**src/rtl/vga_frame_reader.sv**
```systemverilog
// rtl/vga_frame_reader.sv - VGA raster timing and frame-buffer reader with underrun tracking.
// Optional saturating underrun pixel counter is enabled by defining VGA_RD_UNDERRUN_CNT_EN.
module vga_frame_reader #(
    parameter int H_ACTIVE = 1024,
    parameter int H_FP     = 24,
    parameter int H_SYNC   = 136,
    parameter int H_BP     = 160,
    parameter int V_ACTIVE = 768,
    parameter int V_FP     = 3,
    parameter int V_SYNC   = 6,
    parameter int V_BP     = 29
) (
    input  logic        clk,
    input  logic        rst,
    input  logic        mem_rdy_to_rd,
    input  logic [15:0] mem_dout,
    output logic        mem_rd_req,
    output logic        vga_data_lock,
    output logic        vga_hs,
    output logic        vga_vs,
    output logic        vga_de,
    output logic [15:0] vga_rgb,
    output logic        rd_underrun,
    output logic [15:0] underrun_cnt
);

    localparam int H_TOTAL  = H_ACTIVE + H_FP + H_SYNC + H_BP;
    localparam int V_TOTAL  = V_ACTIVE + V_FP + V_SYNC + V_BP;
    localparam int HS_START = H_ACTIVE + H_FP;
    localparam int HS_END   = HS_START + H_SYNC;
    localparam int VS_START = V_ACTIVE + V_FP;
    localparam int VS_END   = VS_START + V_SYNC;
    localparam int HW       = $clog2(H_TOTAL);
    localparam int VW       = $clog2(V_TOTAL);

    typedef enum logic [1:0] {
        S_BLANK  = 2'd0,
        S_LOCKED = 2'd1,
        S_STREAM = 2'd2
    } state_t;

    state_t        state;
    state_t        state_nxt;
    logic [HW-1:0] h_cnt;
    logic [VW-1:0] v_cnt;
    logic          h_last;
    logic          v_last;
    logic          de_early;
    logic          hs_early;
    logic          vs_early;
    logic          last_pixel;
    logic          underrun_hit;
    logic          req_q;

    assign h_last = (h_cnt == HW'(H_TOTAL - 1));
    assign v_last = (v_cnt == VW'(V_TOTAL - 1));

    // Counters never stall: there is no back-pressure path into the raster.
    always_ff @(posedge clk or posedge rst) begin
        if (rst) begin
            h_cnt <= '0;
            v_cnt <= VW'(V_ACTIVE);
        end else if (h_last) begin
            h_cnt <= '0;
            v_cnt <= v_last ? '0 : v_cnt + 1'b1;
        end else begin
            h_cnt <= h_cnt + 1'b1;
        end
    end

    assign de_early   = (h_cnt < HW'(H_ACTIVE)) && (v_cnt < VW'(V_ACTIVE));
    assign hs_early   = !((h_cnt >= HW'(HS_START)) && (h_cnt < HW'(HS_END)));
    assign vs_early   = !((v_cnt >= VW'(VS_START)) && (v_cnt < VW'(VS_END)));
    assign last_pixel = de_early && (h_cnt == HW'(H_ACTIVE - 1)) && (v_cnt == VW'(V_ACTIVE - 1));

    always_ff @(posedge clk or posedge rst) begin
        if (rst) begin
            vga_hs <= 1'b1;
            vga_vs <= 1'b1;
            vga_de <= 1'b0;
        end else begin
            vga_hs <= hs_early;
            vga_vs <= vs_early;
            vga_de <= de_early;
        end
    end

    always_ff @(posedge clk or posedge rst) begin
        if (rst) begin
            state <= S_BLANK;
        end else begin
            state <= state_nxt;
        end
    end

    // Transitions fire on the edge that brings the counters to (0, first back-porch line)
    // and (0, 0), so the new state is already in effect at those raster positions.
    always_comb begin
        state_nxt = state;
        case (state)
            S_BLANK:  if (h_last && (v_cnt == VW'(VS_END - 1))) state_nxt = S_LOCKED;
            S_LOCKED: if (h_last && v_last)                      state_nxt = S_STREAM;
            S_STREAM: if (last_pixel)                            state_nxt = S_BLANK;
            default:                                             state_nxt = S_BLANK;
        endcase
    end

    always_comb begin
        vga_data_lock = (state != S_BLANK);
        mem_rd_req    = (state == S_STREAM) && de_early && mem_rdy_to_rd;
        underrun_hit  = (state == S_STREAM) && de_early && !mem_rdy_to_rd;
    end

    always_ff @(posedge clk or posedge rst) begin
        if (rst) begin
            req_q       <= 1'b0;
            rd_underrun <= 1'b0;
        end else begin
            req_q <= mem_rd_req;
            if (underrun_hit) begin
                rd_underrun <= 1'b1;
            end
        end
    end

    // Read data lands one cycle after the request, aligned with the registered vga_de.
    assign vga_rgb = (vga_de && req_q) ? mem_dout : 16'h0000;

`ifdef VGA_RD_UNDERRUN_CNT_EN
    always_ff @(posedge clk or posedge rst) begin
        if (rst) begin
            underrun_cnt <= 16'h0000;
        end else if (underrun_hit && (underrun_cnt != 16'hFFFF)) begin
            underrun_cnt <= underrun_cnt + 16'h0001;
        end
    end
`else
    assign underrun_cnt = 16'h0000;
`endif

endmodule

```
**config.mk**
```make
export PLATFORM = sky130hd
export DESIGN_NAME = vga_frame_reader
export DESIGN_NICKNAME = d
export VERILOG_FILES = /design/src/rtl/vga_frame_reader.sv
export SDC_FILE = /design/constraint.sdc
export NUM_CORES = 1
export LEC_CHECK = 0
export BUFFER_PORTS_ARGS = -buffer_cell sky130_fd_sc_hd__buf_2
export CAP_MARGIN = 20
export CORE_MARGIN = 2
export CORE_UTILIZATION = 37
export CTS_BUF_LIST = sky130_fd_sc_hd__clkbuf_16
export DETAILED_ROUTE_END_ITERATION = 16
export PLACE_DENSITY_LB_ADDON = 0.05
export SETUP_SLACK_MARGIN = 0.4
export SLEW_MARGIN = 20
export SYNTH_ARGS = -nofsm -noshare
export SYNTH_HDL_FRONTEND = slang
export SYNTH_SLANG_ARGS = --single-unit
```
**constraint.sdc**
```tcl
create_clock -name clk -period 4 [get_ports clk]
set_input_delay 0.4 -clock clk [delete_from_list [all_inputs] [get_ports clk]]
set_output_delay 0.4 -clock clk [all_outputs]
set_load 0.005 [all_outputs]
```
# Yosys cells after proc, flatten, opt, wreduce, memory -nomap -nowiden
# Index checks and enable logic that the tools add are counted.
[totals]
output_inout_bits = 38
input_bits = 19
reg_bits = 28
wordCells = 50
[classes]
reduce_logical = 17
addsub = 2
order_cmp = 6
mux = 7
eq_ne = 10
[ops]
columns = ["op", "count"]
rows = [
  ["equality test 10 bit (second input constant)", 3],
  ["less-than comparator 11 bit (second input constant)", 2],
  ["less-than comparator 10 bit (second input constant)", 2],
  ["two-way mux 16 bit", 1],
  ["adder 11 x 1 -> 11 bit (second input constant)", 1],
  ["equality test 11 x 10 -> 1 bit (second input constant)", 1],
  ["equality test 11 bit (second input constant)", 1],
  [">= comparator 11 bit (second input constant)", 1],
  ["logical AND 1 bit", 11],
  ["two-way mux 11 bit", 1],
  ["adder 10 x 1 -> 10 bit (second input constant)", 1],
  [">= comparator 10 bit (second input constant)", 1],
  ["two-way mux 10 bit", 1],
  ["two-way mux 2 bit", 3],
  ["!= test 2 bit (second input constant)", 3],
  ["case mux 2 bit (3 select lines)", 1],
  ["logical NOT 1 bit", 3],
  ["AND reduction 3 bit", 1],
  ["equality test 2 x 1 -> 1 bit (second input constant)", 1],
  ["equality test 2 bit (second input constant)", 1],
  ["logical NOT 2 bit", 1],
  ["nonzero test 2 bit", 1],
]

# Longest topological paths before layout
[depth]
ltp_word = 6
mapped_depth = 6
ltp_nobuf = 6

# Least setup slack after synthesis
# Ideal clock, no wire load.
[synth_timing]
path_type = "reg2reg"
startpoint = "register h_cnt[0]"
endpoint = "register v_cnt[9]"
synth_period_minus_slack_ns = 1.542
arrival_ns = 1.470
path_buffers = 1
setup_ns = 0.072
path_stages_with_launch = 6
required_ns = 3.928
slack_ns = 2.458
cell_sequence = "dfrtp_1 -> ha_1 -> buf_2 -> nand4b_4 -> or4_1 -> o21ai_1"
[synth_between]
elab_chain_len = 1
[synth_rtl]
columns = ["element", "line", "text"]
rows = [
  ["start, declared", "44", "logic [HW-1:0] h_cnt;"],
  ["start signal, assigned", "67", "h_cnt <= h_cnt + 1'b1;"],
  ["equality test 11 bit", "55", "assign h_last = (h_cnt == HW'(H_TOTAL - 1));"],
  ["end signal, assigned", "62", "v_cnt <= VW'(V_ACTIVE);"],
  ["end signal, assigned", "65", "v_cnt <= v_last ? '0 : v_cnt + 1'b1;"],
  ["end, declared", "45", "logic [VW-1:0] v_cnt;"],
]
# No other way between the ends.
# A chain may end at the register's enable or synchronous reset.

# Worst setup path after layout
[layout_timing]
startpoint = "register h_cnt[0]"
endpoint = "register v_cnt[2]"
# Same word-level chain as after synthesis.

==> impl_metrics.toml <==
[status]
run_status = "finished, final reports clean"

[cts]
ctsHtreeMaxLevel = 1
clkTransAtPathRegs_ns = 0.07
clk_latency_ns = 0.26
cts_buffer_depth = 2
cts_tree = "done"
hold_buffers = 0
post_cts_resized = 0
cts_setup_buffers = 0
cts_made_buffers = 3
clk_root_buffer_cell = "clkbuf_16"
cts_num_sinks = 28

[routing]
wl_met3_um = 318
drc = 0
firstDrtPassIters = 4
ant_nets = 0
post_drt_wl_per_cell_um = 13.2
route.vias.total = 1365
wl_met1_um = 1580
dr_wl_met2_um = 1530
wl_um = 3460
top_layer = "met4"
vias_per_cell = 5.23
drtIter0Drc = 52

[cells_and_area]
utilization_pct = 43.7
layout_commonest_cell = "buf_2"
register_area_um2 = 706
multi_input_area_um2 = 838
area_growth_pct = 13.7
n_fill_cell = 428
final_cell_mix = "buf_2 (40), dfrtp_1 (24), and3_1 (19)"
final_nets = 235
drive_gt1_share_pct = 26.8
diodes = 0

[grt]
grt_max_degree = 29
grt_util_all_layers_pct = 13.9
grt-ovfl-total = 0
antenna_found_initial = 0
grt_pass1_wl_um = 5780
grt_pass1_vias = 1227

[worst_setup_path]
critPathLaunch = "h_cnt[0]"
r2r_slack_ns = 2.21
worstSetupPathType = "register to register"
crit_arrival_ns = 1.94
cp_max_fo = 12
r2r_cells = 4
r2r-end = "v_cnt[2]"
worstPathRequired_ns = 4.15
critPathLaunchType = "register"
cp-end-kind = "register"
cp-endpoint = "v_cnt[2]"
r2r-start = "h_cnt[0]"

[yosys]
synth_top_family_by_area = "simple AND/OR/NAND/NOR gates"
syn_inst = 174
synth_mux_area_share_pct = 0.594
synthArstFlopShare_pct = 100
syn-cell-area_um2 = 1680
synthSimpleGateAreaFrac_pct = 27.4
synth_compound_area_share_pct = 8.54
synthXorXnorAreaFrac_pct = 5.20
synth-seq-cells = 28
synth_fa_ha_area_share_pct = 4.46
yosysSeqAreaShare_pct = 41.9
synth_edf_count = 0
synth_cell_type_count = 47
synth.avg_cell_area_um2 = 9.68
ys_warn_count = 0
synth_ff_type = "dfrtp_1"

[job]
cap_viol_max_count = 0

[placement]
dpl_worst_slack_ns = 2.20
port_buffers = 40
gpl.final_weighted_congestion = 0.778
hpwlAfterDp_um = 2500

[power]
switching_power_mw = 0.102
clkPwrFrac_pct = 42.6
leakage_nw = 1.01
power_density_nw_per_um2 = 275
power.internal_mw = 0.424
comb_power_share_pct = 3.5
peakVddDrop_mv = 0.153
pwr-share-seq_pct = 54.0
p_sw_share_pct = 19.4

[die]
die_w_um = 71.5
start_util_pct = 38.4
core_um2 = 4380
rows = 24
io_pins = 57
die_area_um2 = 5110
die_h_um = 71.5

[sta]
layout_min_cycle_time_ns = 1.79
finalHoldViolCount = 0
tns_ns = 0
relSlewSlack_pct = 61.2
rsz0062_at_grt = "no"
setup_slack_ns = 2.21
worst_clock_skew_ns = 0.00334
tightest_slew_ns = 0.581
fin_crit_sh_pct = 44.8
setup_viol_count_final = 0
clock.fmax_ghz = 0.558
fin_worst_hold_slack_ns = 0.200
slew_viol_final = 0

[hold_path]
hold_class = "input pin to asynchronous set/reset pin"
## metrics by stage
stage	instances	area [um2]	total power [mW]
4_1_cts	261	1910	0.535
3_5_place_dp	257	1840	0.308
5_1_grt	261	1910	0.551
6_report	261	1910	0.526
3_3_place_gp	257	1840	0.308
2_1_floorplan	189	1740	0.308
## layer usage
layer	GRT usage, %	vias up
li1	-	653
met1	19.3	647
met2	22.7	63
met3	2.67	2
met4	3.14	0
met5	0	-
## power groups by stage
stage	logic [mW]	clock network, mW	registers, mW
after floorplan	0.0192	0	0.289
after global placement	0.0183	0	0.289
after detailed placement	0.0184	0	0.289
after CTS	0.0185	0.232	0.284
after global routing	0.0218	0.246	0.284
final	0.0182	0.224	0.284
## worst min-delay path by stage
stage             endpoint  cells after the start
2_1_floorplan     state[0]                      1
3_3_place_gp      state[0]                      1
3_5_place_dp      state[0]                      1
4_1_cts        rd_underrun                      2
5_1_grt           h_cnt[6]                      2
6_report          h_cnt[8]                      2
## layout make-up
cell class,count,share of cell area (%)
sequential,28,36.9
timing repair buffer,40,10.5
tap,52,3.40
clock inverter,1,0.196
multi-input combinational,130,43.8
clock buffer,3,3.92
inverter,7,1.37
## sequential cells by signal, summed over array words and instances (netlist names)
signal / cells
h_cnt: 11
rd_underrun: 1
vga_de: 1
vga_hs: 1
req_q: 1
vga_vs: 1
state: 2
v_cnt: 10
## cells in the mapped netlist, types with 3 or more instances
cell	count	share of area [%]
ha_1	6	4.5
dfrtp_1	24	36
and4_1	3	1.6
buf_4	17	7.6
a21oi_1	4	1.2
o21ai_0	7	2.1
nand3_1	8	2.4
clkbuf_1	4	0.89
xnor2_1	5	2.6
xor2_1	5	2.6
and3_1	19	7.1
nand4_1	6	2.2
nand2_1	9	2.0
dfstp_2	4	6.2
a31oi_1	3	1.1
inv_1	7	1.6
nor2_1	8	1.8
nor3_1	3	0.89
## critical path: stages, from the launching register on
cell and delay, ns:
dfrtp_1 0.46, ha_1 0.40, and4b_2 0.45, o21ai_0 0.13, a22o_1 0.25
## logic make-up after synthesis
family                     Yosys count
buffers and inverters               31
adders and majority gates            6
muxes                                1
xor gates and xnor gates            10
AOI/OAI and AO/OA                   23
and+or+nand+nor                     74
DFF                                 28
other                                1
No activity file was read; power rests on OpenSTA's default activity.
